$ cat src/rtl/uart_ip.sv
// uart_ip: register-controlled 8N1/8P1 UART transceiver.
// TX and RX latch baud and parity at frame start.
package uart_pkg;
   function automatic int unsigned baud_div(int unsigned f, logic [1:0] s);
      int unsigned b;
      case (s)
         2'b00:   b = 9600;
         2'b01:   b = 19200;
         2'b10:   b = 57600;
         default: b = 115200;
      endcase
      return f / b;
   endfunction
endpackage

module uart_tnsm #(
   parameter int unsigned CLK_FREQ = 50_000_000
) (
   input  logic       clk,
   input  logic       arst_n,
   input  logic       start_i,
   input  logic [7:0] data_i,
   input  logic [1:0] baud_sel_i,
   input  logic [1:0] baud_i,
   input  logic       par_en_i,
   input  logic       par_odd_i,
   output logic       busy,
   output logic       active,
   output logic       tx_o
);
   import uart_pkg::*;
   localparam int CW = $clog2(CLK_FREQ / 9600 + 1);
   typedef enum logic [2:0] {IDLE, WAIT_START, START, DATA, PARITY, STOP} tx_st_e;

   tx_st_e        state_q, state_d;
   logic [2:0]    bit_q, bit_d;
   logic [7:0]    data_q;
   logic [1:0]    baud_q, sel_q, sel_eff;
   logic          pen_q, podd_q, tx_q, tx_d;
   logic [CW-1:0] cnt_q, last;
   logic          tnsm_clk_en, tnsm, accept;

   assign busy   = state_q != IDLE;
   assign active = busy;
   assign tnsm   = state_q == WAIT_START;
   assign accept = start_i && !busy;
   assign tx_o   = tx_q;

   // divider follows the live register when idle, the latched baud in a frame
   assign sel_eff     = busy ? baud_q : baud_sel_i;
   assign last        = CW'(baud_div(CLK_FREQ, sel_eff) - 1);
   assign tnsm_clk_en = (sel_eff == sel_q) && (cnt_q == last);

   always_ff @(posedge clk) begin
      if (!arst_n) begin
         cnt_q <= '0;
         sel_q <= '0;
      end else begin
         sel_q <= sel_eff;
         if (sel_eff != sel_q || tnsm_clk_en) cnt_q <= '0;
         else cnt_q <= cnt_q + 1'b1;
      end
   end

   always_ff @(posedge clk) begin
      if (!arst_n) begin
         state_q <= IDLE;
         bit_q   <= '0;
         tx_q    <= 1'b1;
         data_q  <= '0;
         baud_q  <= '0;
         pen_q   <= 1'b0;
         podd_q  <= 1'b0;
      end else begin
         state_q <= state_d;
         bit_q   <= bit_d;
         tx_q    <= tx_d;
         if (accept) begin
            data_q <= data_i;
            baud_q <= baud_i;
            pen_q  <= par_en_i;
            podd_q <= par_odd_i;
         end
      end
   end

   always_comb begin
      state_d = state_q;
      bit_d   = bit_q;
      unique case (state_q)
         IDLE:       if (accept) state_d = WAIT_START;
         WAIT_START: if (tnsm_clk_en && tnsm && active) state_d = START;
         START: if (tnsm_clk_en) begin
            state_d = DATA;
            bit_d   = '0;
         end
         DATA: if (tnsm_clk_en) begin
            bit_d = bit_q + 3'd1;
            if (bit_q == 3'd7) state_d = pen_q ? PARITY : STOP;
         end
         PARITY: if (tnsm_clk_en) state_d = STOP;
         STOP:   if (tnsm_clk_en) state_d = IDLE;
         default: state_d = IDLE;
      endcase
   end

   always_comb begin
      tx_d = 1'b1;
      unique case (state_d)
         START:   tx_d = 1'b0;
         DATA:    tx_d = data_q[bit_d];
         PARITY:  tx_d = ^data_q ^ podd_q;
         default: tx_d = 1'b1;
      endcase
   end
endmodule

module uart_rcv #(
   parameter int unsigned CLK_FREQ = 50_000_000
) (
   input  logic       clk,
   input  logic       arst_n,
   input  logic       en_i,
   input  logic       rx_i,
   input  logic [1:0] baud_i,
   input  logic       par_en_i,
   input  logic       par_odd_i,
   output logic       done_o,
   output logic [7:0] data_o,
   output logic       perr_o,
   output logic       ferr_o
);
   import uart_pkg::*;
   localparam int CW = $clog2(CLK_FREQ / 9600 + 1);
   typedef enum logic [2:0] {R_IDLE, R_START, R_DATA, R_PAR, R_STOP} rx_st_e;

   rx_st_e        state_q, state_d;
   logic [2:0]    sync_q, bit_q, bit_d;
   logic [7:0]    sh_q, sh_d;
   logic [1:0]    baud_q;
   logic          pen_q, podd_q, pbit_q, pbit_d, rxs, fall;
   logic [CW-1:0] cnt_q, cnt_d, last, half;

   assign rxs    = sync_q[1];
   assign fall   = sync_q[2] && !sync_q[1];
   assign last   = CW'(baud_div(CLK_FREQ, baud_q) - 1);
   assign half   = last >> 1;
   assign data_o = sh_q;

   always_ff @(posedge clk) begin
      if (!arst_n) begin
         sync_q  <= 3'b111;
         state_q <= R_IDLE;
         cnt_q   <= '0;
         bit_q   <= '0;
         sh_q    <= '0;
         pbit_q  <= 1'b0;
         baud_q  <= '0;
         pen_q   <= 1'b0;
         podd_q  <= 1'b0;
      end else begin
         sync_q  <= {sync_q[1:0], rx_i};
         state_q <= state_d;
         cnt_q   <= cnt_d;
         bit_q   <= bit_d;
         sh_q    <= sh_d;
         pbit_q  <= pbit_d;
         if (state_q == R_IDLE) begin
            baud_q <= baud_i;
            pen_q  <= par_en_i;
            podd_q <= par_odd_i;
         end
      end
   end

   always_comb begin
      state_d = state_q;
      cnt_d   = cnt_q + 1'b1;
      bit_d   = bit_q;
      sh_d    = sh_q;
      pbit_d  = pbit_q;
      unique case (state_q)
         R_IDLE: begin
            cnt_d = '0;
            if (en_i && fall) state_d = R_START;
         end
         R_START: if (cnt_q == half) begin
            cnt_d   = '0;
            bit_d   = '0;
            state_d = rxs ? R_IDLE : R_DATA;
         end
         R_DATA: if (cnt_q == last) begin
            cnt_d = '0;
            sh_d  = {rxs, sh_q[7:1]};
            bit_d = bit_q + 3'd1;
            if (bit_q == 3'd7) state_d = pen_q ? R_PAR : R_STOP;
         end
         R_PAR: if (cnt_q == last) begin
            cnt_d   = '0;
            pbit_d  = rxs;
            state_d = R_STOP;
         end
         R_STOP: if (cnt_q == last) begin
            cnt_d   = '0;
            state_d = R_IDLE;
         end
         default: state_d = R_IDLE;
      endcase
   end

   always_comb begin
      done_o = (state_q == R_STOP) && (cnt_q == last);
      ferr_o = done_o && !rxs;
      perr_o = done_o && pen_q && (pbit_q != (^sh_q ^ podd_q));
   end
endmodule

module uart_ip #(
   parameter int unsigned CLK_FREQ = 50_000_000
) (
   input  logic        clk,
   input  logic        arst_n,
   input  logic        ctl_reg_we,
   input  logic [31:0] ctl_reg_wdata,
   input  logic [31:0] ctl_reg_wmask,
   output logic [31:0] ctl_reg_rdata,
   input  logic        st_reg_re,
   input  logic [31:0] st_reg_rmask,
   output logic [31:0] st_reg_rdata,
   input  logic        rx,
   output logic        tx
);
   localparam logic [31:0] CTL_RST = 32'h0000_6000;
   localparam logic [31:0] CTL_RW  = 32'h0000_7EFF;

   logic [31:0] ctl_q, ctl_d, wr_m, st_q, status;
   logic [7:0]  rxd_q, rx_byte;
   logic        start, busy, active, tx_line, clr;
   logic        rx_done, rx_perr, rx_ferr;
   logic        vld_q, perr_q, ferr_q, ovr_q;

   // fields written this cycle are visible to the transmit accept
   assign wr_m  = ctl_reg_we ? ctl_reg_wmask : '0;
   assign ctl_d = ((ctl_q & ~wr_m) | (ctl_reg_wdata & wr_m)) & CTL_RW;
   assign start = ctl_reg_we && ctl_reg_wmask[8] && ctl_reg_wdata[8] && ctl_d[14];
   assign clr   = st_reg_re && st_reg_rmask[8];

   assign status = {19'd0, ovr_q, ferr_q, perr_q, busy, vld_q, rxd_q};
   assign ctl_reg_rdata = ctl_q;
   assign st_reg_rdata  = st_q;
   assign tx = active ? tx_line : 1'b1;

   uart_tnsm #(.CLK_FREQ(CLK_FREQ)) uart_tnsm_i (
      .clk        (clk),
      .arst_n     (arst_n),
      .start_i    (start),
      .data_i     (ctl_d[7:0]),
      .baud_sel_i (ctl_q[10:9]),
      .baud_i     (ctl_d[10:9]),
      .par_en_i   (ctl_d[11]),
      .par_odd_i  (ctl_d[12]),
      .busy       (busy),
      .active     (active),
      .tx_o       (tx_line)
   );

   uart_rcv #(.CLK_FREQ(CLK_FREQ)) uart_rcv_i (
      .clk       (clk),
      .arst_n    (arst_n),
      .en_i      (ctl_q[13]),
      .rx_i      (rx),
      .baud_i    (ctl_q[10:9]),
      .par_en_i  (ctl_q[11]),
      .par_odd_i (ctl_q[12]),
      .done_o    (rx_done),
      .data_o    (rx_byte),
      .perr_o    (rx_perr),
      .ferr_o    (rx_ferr)
   );

   always_ff @(posedge clk) begin
      if (!arst_n) begin
         ctl_q  <= CTL_RST;
         st_q   <= '0;
         rxd_q  <= '0;
         vld_q  <= 1'b0;
         perr_q <= 1'b0;
         ferr_q <= 1'b0;
         ovr_q  <= 1'b0;
      end else begin
         ctl_q <= ctl_d;
         if (st_reg_re) st_q <= status & st_reg_rmask;
         if (rx_done) rxd_q <= rx_byte;
         vld_q  <= (vld_q && !clr) || rx_done;
         perr_q <= (perr_q && !clr) || rx_perr;
         ferr_q <= (ferr_q && !clr) || rx_ferr;
         ovr_q  <= (ovr_q && !clr) || (rx_done && vld_q && !clr);
      end
   end
endmodule

$ cat config.mk
export PLATFORM = sky130hd
export DESIGN_NAME = uart_ip
export DESIGN_NICKNAME = d
export VERILOG_FILES = /design/src/rtl/uart_ip.sv
export SDC_FILE = /design/constraint.sdc
export NUM_CORES = 1
export LEC_CHECK = 0
export ABC_AREA = 1
export CORE_ASPECT_RATIO = 1.2
export CORE_MARGIN = 5
export CORE_UTILIZATION = 40
export CTS_BUF_LIST = sky130_fd_sc_hd__clkbuf_16
export DETAILED_ROUTE_END_ITERATION = 16
export GPL_ROUTABILITY_DRIVEN = 0
export PLACE_DENSITY = 0.66
export SYNTH_ARGS = -nofsm -noshare
export SYNTH_HDL_FRONTEND = slang
export SYNTH_SLANG_ARGS = --single-unit
$ cat constraint.sdc
create_clock -name clk -period 9.9 [get_ports clk]
set_input_delay 2.97 -clock clk [delete_from_list [all_inputs] [get_ports clk]]
set_output_delay 2.97 -clock clk [all_outputs]
set_load 0.02 [all_outputs]
**Word-level counts from Yosys, hierarchy flattened**

Cells that the tools add are included.

- Word-level logic and storage cells: 149
- Register bits: 127

- Mux-type cells: 35
- Divide/modulo/power cells: 2
- Reductions and logical operators: 42
- Magnitude comparators: 1
- Add/sub/neg operators: 6
- Equality and inequality tests: 30
- Bitwise gates (word level): 8

Operator list:

| kind | count |
|---|---|
| $pmux W17 S3 | 2 |
| $div A26 B32 Y32 const A | 2 |
| $mux W3 | 18 |
| $pmux W13 S3 | 1 |
| $and A13 B32 Y32 | 1 |
| $and A15 B15 Y15 | 2 |
| $add A13 B1 Y13 const B | 2 |
| $eq A13 B13 Y1 | 2 |
| $mux W13 | 2 |
| $sub A13 B1 Y13 const B | 2 |
| $logic_and A1 B1 Y1 | 20 |
| $eq A3 B2 Y1 const B | 6 |
| $eq A3 B3 Y1 const B | 6 |
| $pmux W3 S6 | 1 |
| $reduce_xor A8 Y1 | 2 |
| $mux W15 | 1 |
| $not A15 Y15 | 1 |
| $or A15 B15 Y15 | 1 |
| $pmux W3 S5 | 1 |
| $eq A13 B12 Y1 | 1 |
| $pmux W3 S2 | 2 |
| $ne A2 B1 Y1 const B | 5 |
| $add A3 B1 Y3 const B | 2 |
| $eq A3 B1 Y1 const B | 2 |
| 24 further kinds | 39 |

**Depth between registers and ports, before layout**

- Word-level depth: 14
- Depth in mapped cells: 64

**Hierarchy**

A second synthesis with hierarchy kept.

- Cells, all modules: 1079
- Area, all modules: 7547.2 sq um

By module, submodules not included:

| module | area an instance (sq um) | seq. area each (sq um) | instances | cells an instance |
|---|---|---|---|---|
| uart_rcv | 3488.3 | 700.7 | 1 | 509 |
| uart_tnsm | 2150.8 | 680.7 | 1 | 295 |
| uart_ip | 1908.1 | 780.7 | 1 | 275 |

**Worst setup path before layout**

Ideal clock, no wire load.

- Path type: reg-to-reg
- Start point: reg uart_rcv_i.baud_q[0]
- End point: reg uart_rcv_i.sh_q[7] (netlist: uart_rcv_i.data_o[7])
- Setup slack: 2.873 ns
- Data arrival time: 6.911 ns
- Stages on the path, launching flop included: 59
- Clock period less this slack: 7.027 ns
- Path through: dfxtp_1 > inv_1 > ha_1 > buf_4 > inv_2 > ha_1 > nand2_2 > nor2_4 > nand3_1 > a21oi_1 > inv_1 > a31oi_1 > ha_1 > o21bai_1 > inv_1 > nand2_4 > nand2_4 > o22ai_1 > (+23 left out) > nand2_1 > nand2_1 > nand3_1 > nand2_1 > nand2_1 > nand2_1 > nand2_1 > nand3_1 > nand2_1 > a21oi_2 > nand2_1 > nand2_2 > nand3_4 > inv_2 > nand2_2 > buf_6 > o21ai_1 > a21oi_1

- Longest elaborated chain between the ends: 6
- Elaborated cells between the ends (all ways): 8

Ends and longest elaborated chain:

| what | line | RTL |
|---|---|---|
| start: declaration | 140 | `logic [1:0] baud_q;` |
| start signal: assignment | 169 | `baud_q <= baud_i;` |
| $eq A2 B2 Y1 (tied with other cells) | 6 | `case (s)` |
| $pmux W17 S3 (*) | 6 |  |
| $div A26 B32 Y32 (*) | 12 | `return f / b;` |
| $sub A13 B1 Y13 (*) | 146 | `assign last = CW'(baud_div(CLK_FREQ, baud_q) - 1);` |
| $eq A13 B13 Y1 (*) | 192 | `R_DATA: if (cnt_q == last) begin` |
| $reduce_and A2 Y1 (no source line) (*) | -- |  |
| end signal: assignment | 156 | `sh_q <= '0;` |
| end signal: assignment | 166 | `sh_q <= sh_d;` |
| end: declaration | 139 | `logic [7:0] sh_q, sh_d;` |

Mark *: on every way between the ends. The rest lies on a longest branch, timed or not.
A chain may end at the register's enable or synchronous reset.

**Final worst setup path**

- Start point: reg uart_rcv_i.baud_q[0]
- End point: reg uart_rcv_i.sh_q[3] (netlist: uart_rcv_i.data_o[3])

The elaborated chain is that of the path after synthesis.

==> flow_summary.ini <==
[layout]
diodes = 0
fin_nets = 1198
layout-drive-gt1-share = 0.05550
fin_util = 0.4620
syn2layout_area_growth_pct = 14.33

[route]
antenna_left = 0
wl_per_cell_um = 12.06
drc = 0
vias_per_cell = 4.841
wl_um = 15480
initialDrtViolationCount = 284
dr.pass1.iters = 7
vias = 6211

[yosys]
async_flop_share = 0
synth_compound_area_frac = 0.1623
ys_seq_area_frac = 0.3079
synthXorXnorAreaFrac = 0.06237
syn_area_per_cell_um2 = 6.966
synthCells = 1008
yosysTopAreaCellShare = 0.3079
synth_common_cells = nand2_1 (182), inv_1 (134), dfxtp_1 (108)
ys.flop_type = dfxtp_1
yosysWarnings = 0
muxShareOfSynthArea = 0.005880
yosys.area_share.simple = 0.2512
synth_top_family_by_area = simple AND/OR/NAND/NOR gates
synth_edf_count = 0
synthAdderAreaFrac = 0.06949
synthesis.area_um2 = 7022
yosys-top-cells-area = dfxtp_1 (31%), nand2_1 (9.7%), inv_1 (7.2%)
synth_area_leader_cell = dfxtp_1
synth.most_common_cell = nand2_1
synth.distinct_cells = 54
ys_ff_latch = 108

[setup_path]
critPathMaxStageDelay_ns = 0.56
worst_setup_path_start_kind = register
crit_required_ns = 10.13
reg2reg_to = uart_rcv_i.data_o[3]
endpoint_kind = register
slowest_stage = dfxtp_1
critPathKind = register to register
reg2reg_from = uart_rcv_i.baud_q[0]
ff2ff_path_depth = 56
cp_max_fo = 20
r2r_slack_ns = 1.59
cp_data_arrival_time_ns = 8.54
path_common_cell = nand2_1

[min_path]
hold_end = uart_rcv_i.sync_q[1]
min_path_type = register to register
whs_path_depth = 1
min-delay-start = uart_rcv_i.sync_q[0]

[status]
status = completed

[floorplan]
start_util = 0.4041
coreArea_um2 = 17370
rows = 53
ios = 166
dieArea_um2 = 20320
die_h_um = 155.1
die_x_um = 131.0

[global_route]
antenna_found_initial = 0
overflow = 0
grt_max_degree = 56
grt.total_usage = 0.1552
first_global_vias = 6081
grt_pass1_wl_um = 26650

[pwr]
power.density_nw_per_um2 = 254.1
finalPower_uw = 2040
ir_worst_vdd_v = 0.0001583
p_leak_uw = 0.003511

[clock_tree]
numCtsBuffers = 9
h-tree-depth = 3
clk_latency_ns = 0.34
cts_sinks = 108
clock_path_buffers = 2
cts.clk_slew.worst_paths_ns = 0.07
tritoncts = done
cts_root_buf = clkbuf_16
postCtsSetupBuffers = 0
cts.hold.buffers_added = 0
cts_resized = 0

[job]
drv_cap = 0

[timing]
tns_ns = 0
slew_viol_final = 0
setup_violations = 0
max_freq_mhz = 120.3
tightest_slew_ns = 1.003
maxSlewHeadroom = 0.3303
rsz0062_at_grt = no
period_share = 0.8397
finClkSkew_ns = 0.01254
min_period_ns = 8.313
hold_viol = 0

[place]
place_hpwl_um = 11520
port_buffers = 75
-- metal layers --
metal,global-route usage,share of wire,up-vias
met5,0,0,-
met4,0.03626,0.011,0
met3,0.03022,0.052,11
met2,0.2747,0.48,133
met1,0.1919,0.45,2774
li1,-,-,3293
-- critical path: cells and delay by family, from the launching register on --
family / cells / cell delay, ns
compound gates: 14 / 2.29
fa+ha+maj: 6 / 1.41
buf+inv: 7 / 0.95
flops: 1 / 0.56
simple gates: 29 / 3.01
-- layout make-up --
type                       instances  area [um^2]
inverter                         140        525.5
timing repair buffer              77        760.7
clock inverter                     7        68.82
fill                            1765         9346
tap                              220        275.3
clock buffer                       9        225.2
multi-input combinational        722         4010
sequential                       108         2162
-- sequential cells by signal (all words and copies together) (netlist names), 8 cells and up, named ones only --
| register | count |
|---|---|
| rxd_q | 8 |
| uart_rcv_i.cnt_q | 13 |
| uart_tnsm_i.data_q | 8 |
| ctl_reg_rdata | 13 |
| st_reg_rdata | 13 |
| uart_tnsm_i.cnt_q | 13 |
| uart_rcv_i.data_o | 8 |
-- kinds of logic after synthesis --
logic type,Yosys count
AND/OR/NAND/NOR,390
buffers and inverters,214
AO/OA/AOI/OAI,202
flip-flops,108
XOR/XNOR,50
adder cells (fa/ha/maj),39
multiplexers,4
other,1
-- how the worst max path moves through the flow --
| stage | start | end | slack, ns |
|---|---|---|---|
| after floorplan | uart_rcv_i.baud_q[0] | uart_rcv_i.data_o[7] | 2.87 |
| after global placement | uart_rcv_i.baud_q[0] | uart_rcv_i.data_o[1] | 1.72 |
| after detailed placement | uart_rcv_i.baud_q[0] | uart_rcv_i.data_o[1] | 1.65 |
| after CTS | uart_rcv_i.baud_q[0] | uart_rcv_i.data_o[3] | 1.61 |
| after global routing | uart_rcv_i.baud_q[0] | uart_rcv_i.data_o[3] | 0.77 |
| final | uart_rcv_i.baud_q[0] | uart_rcv_i.data_o[3] | 1.59 |
-- layout by cell type, fill, tap and decap left out, types with 4 or more instances in the layout --
cell type / instances
nand2_2: 10
nor3_1: 9
conb_1: 37
a31oi_1: 11
xor2_1: 29
clkdlybuf4s50_1: 74
or2_2: 6
clkbuf_16: 9
a21oi_1: 85
inv_2: 5
o22ai_1: 4
o21ai_0: 71
xnor2_1: 21
nand3_1: 44
o21ai_1: 5
nor4_1: 8
nand4_1: 22
ha_1: 39
dfxtp_1: 108
nand3_2: 5
inv_1: 135
nand2_1: 182
nor2_1: 90
-- report_power, final --
part / switching (uW) / total (uW) / internal [uW]
Clock: 173 / 351 / 178
Combinational: 774 / 1200 / 424
Sequential: 28.7 / 491 / 462
-- per-stage QoR --
step	hold WS, ns	instance area, um^2	setup slack, ns	std cells
floorplan	0.3925	7157	2.873	1044
global placement	0.3965	7734	1.717	1267
detailed placement	0.4115	7734	1.653	1267
CTS	0.4294	8028	1.608	1283
global route	0.4388	8028	0.7703	1283
finish	0.4224	8028	1.587	1283
(Power assumes the default switching activity.)
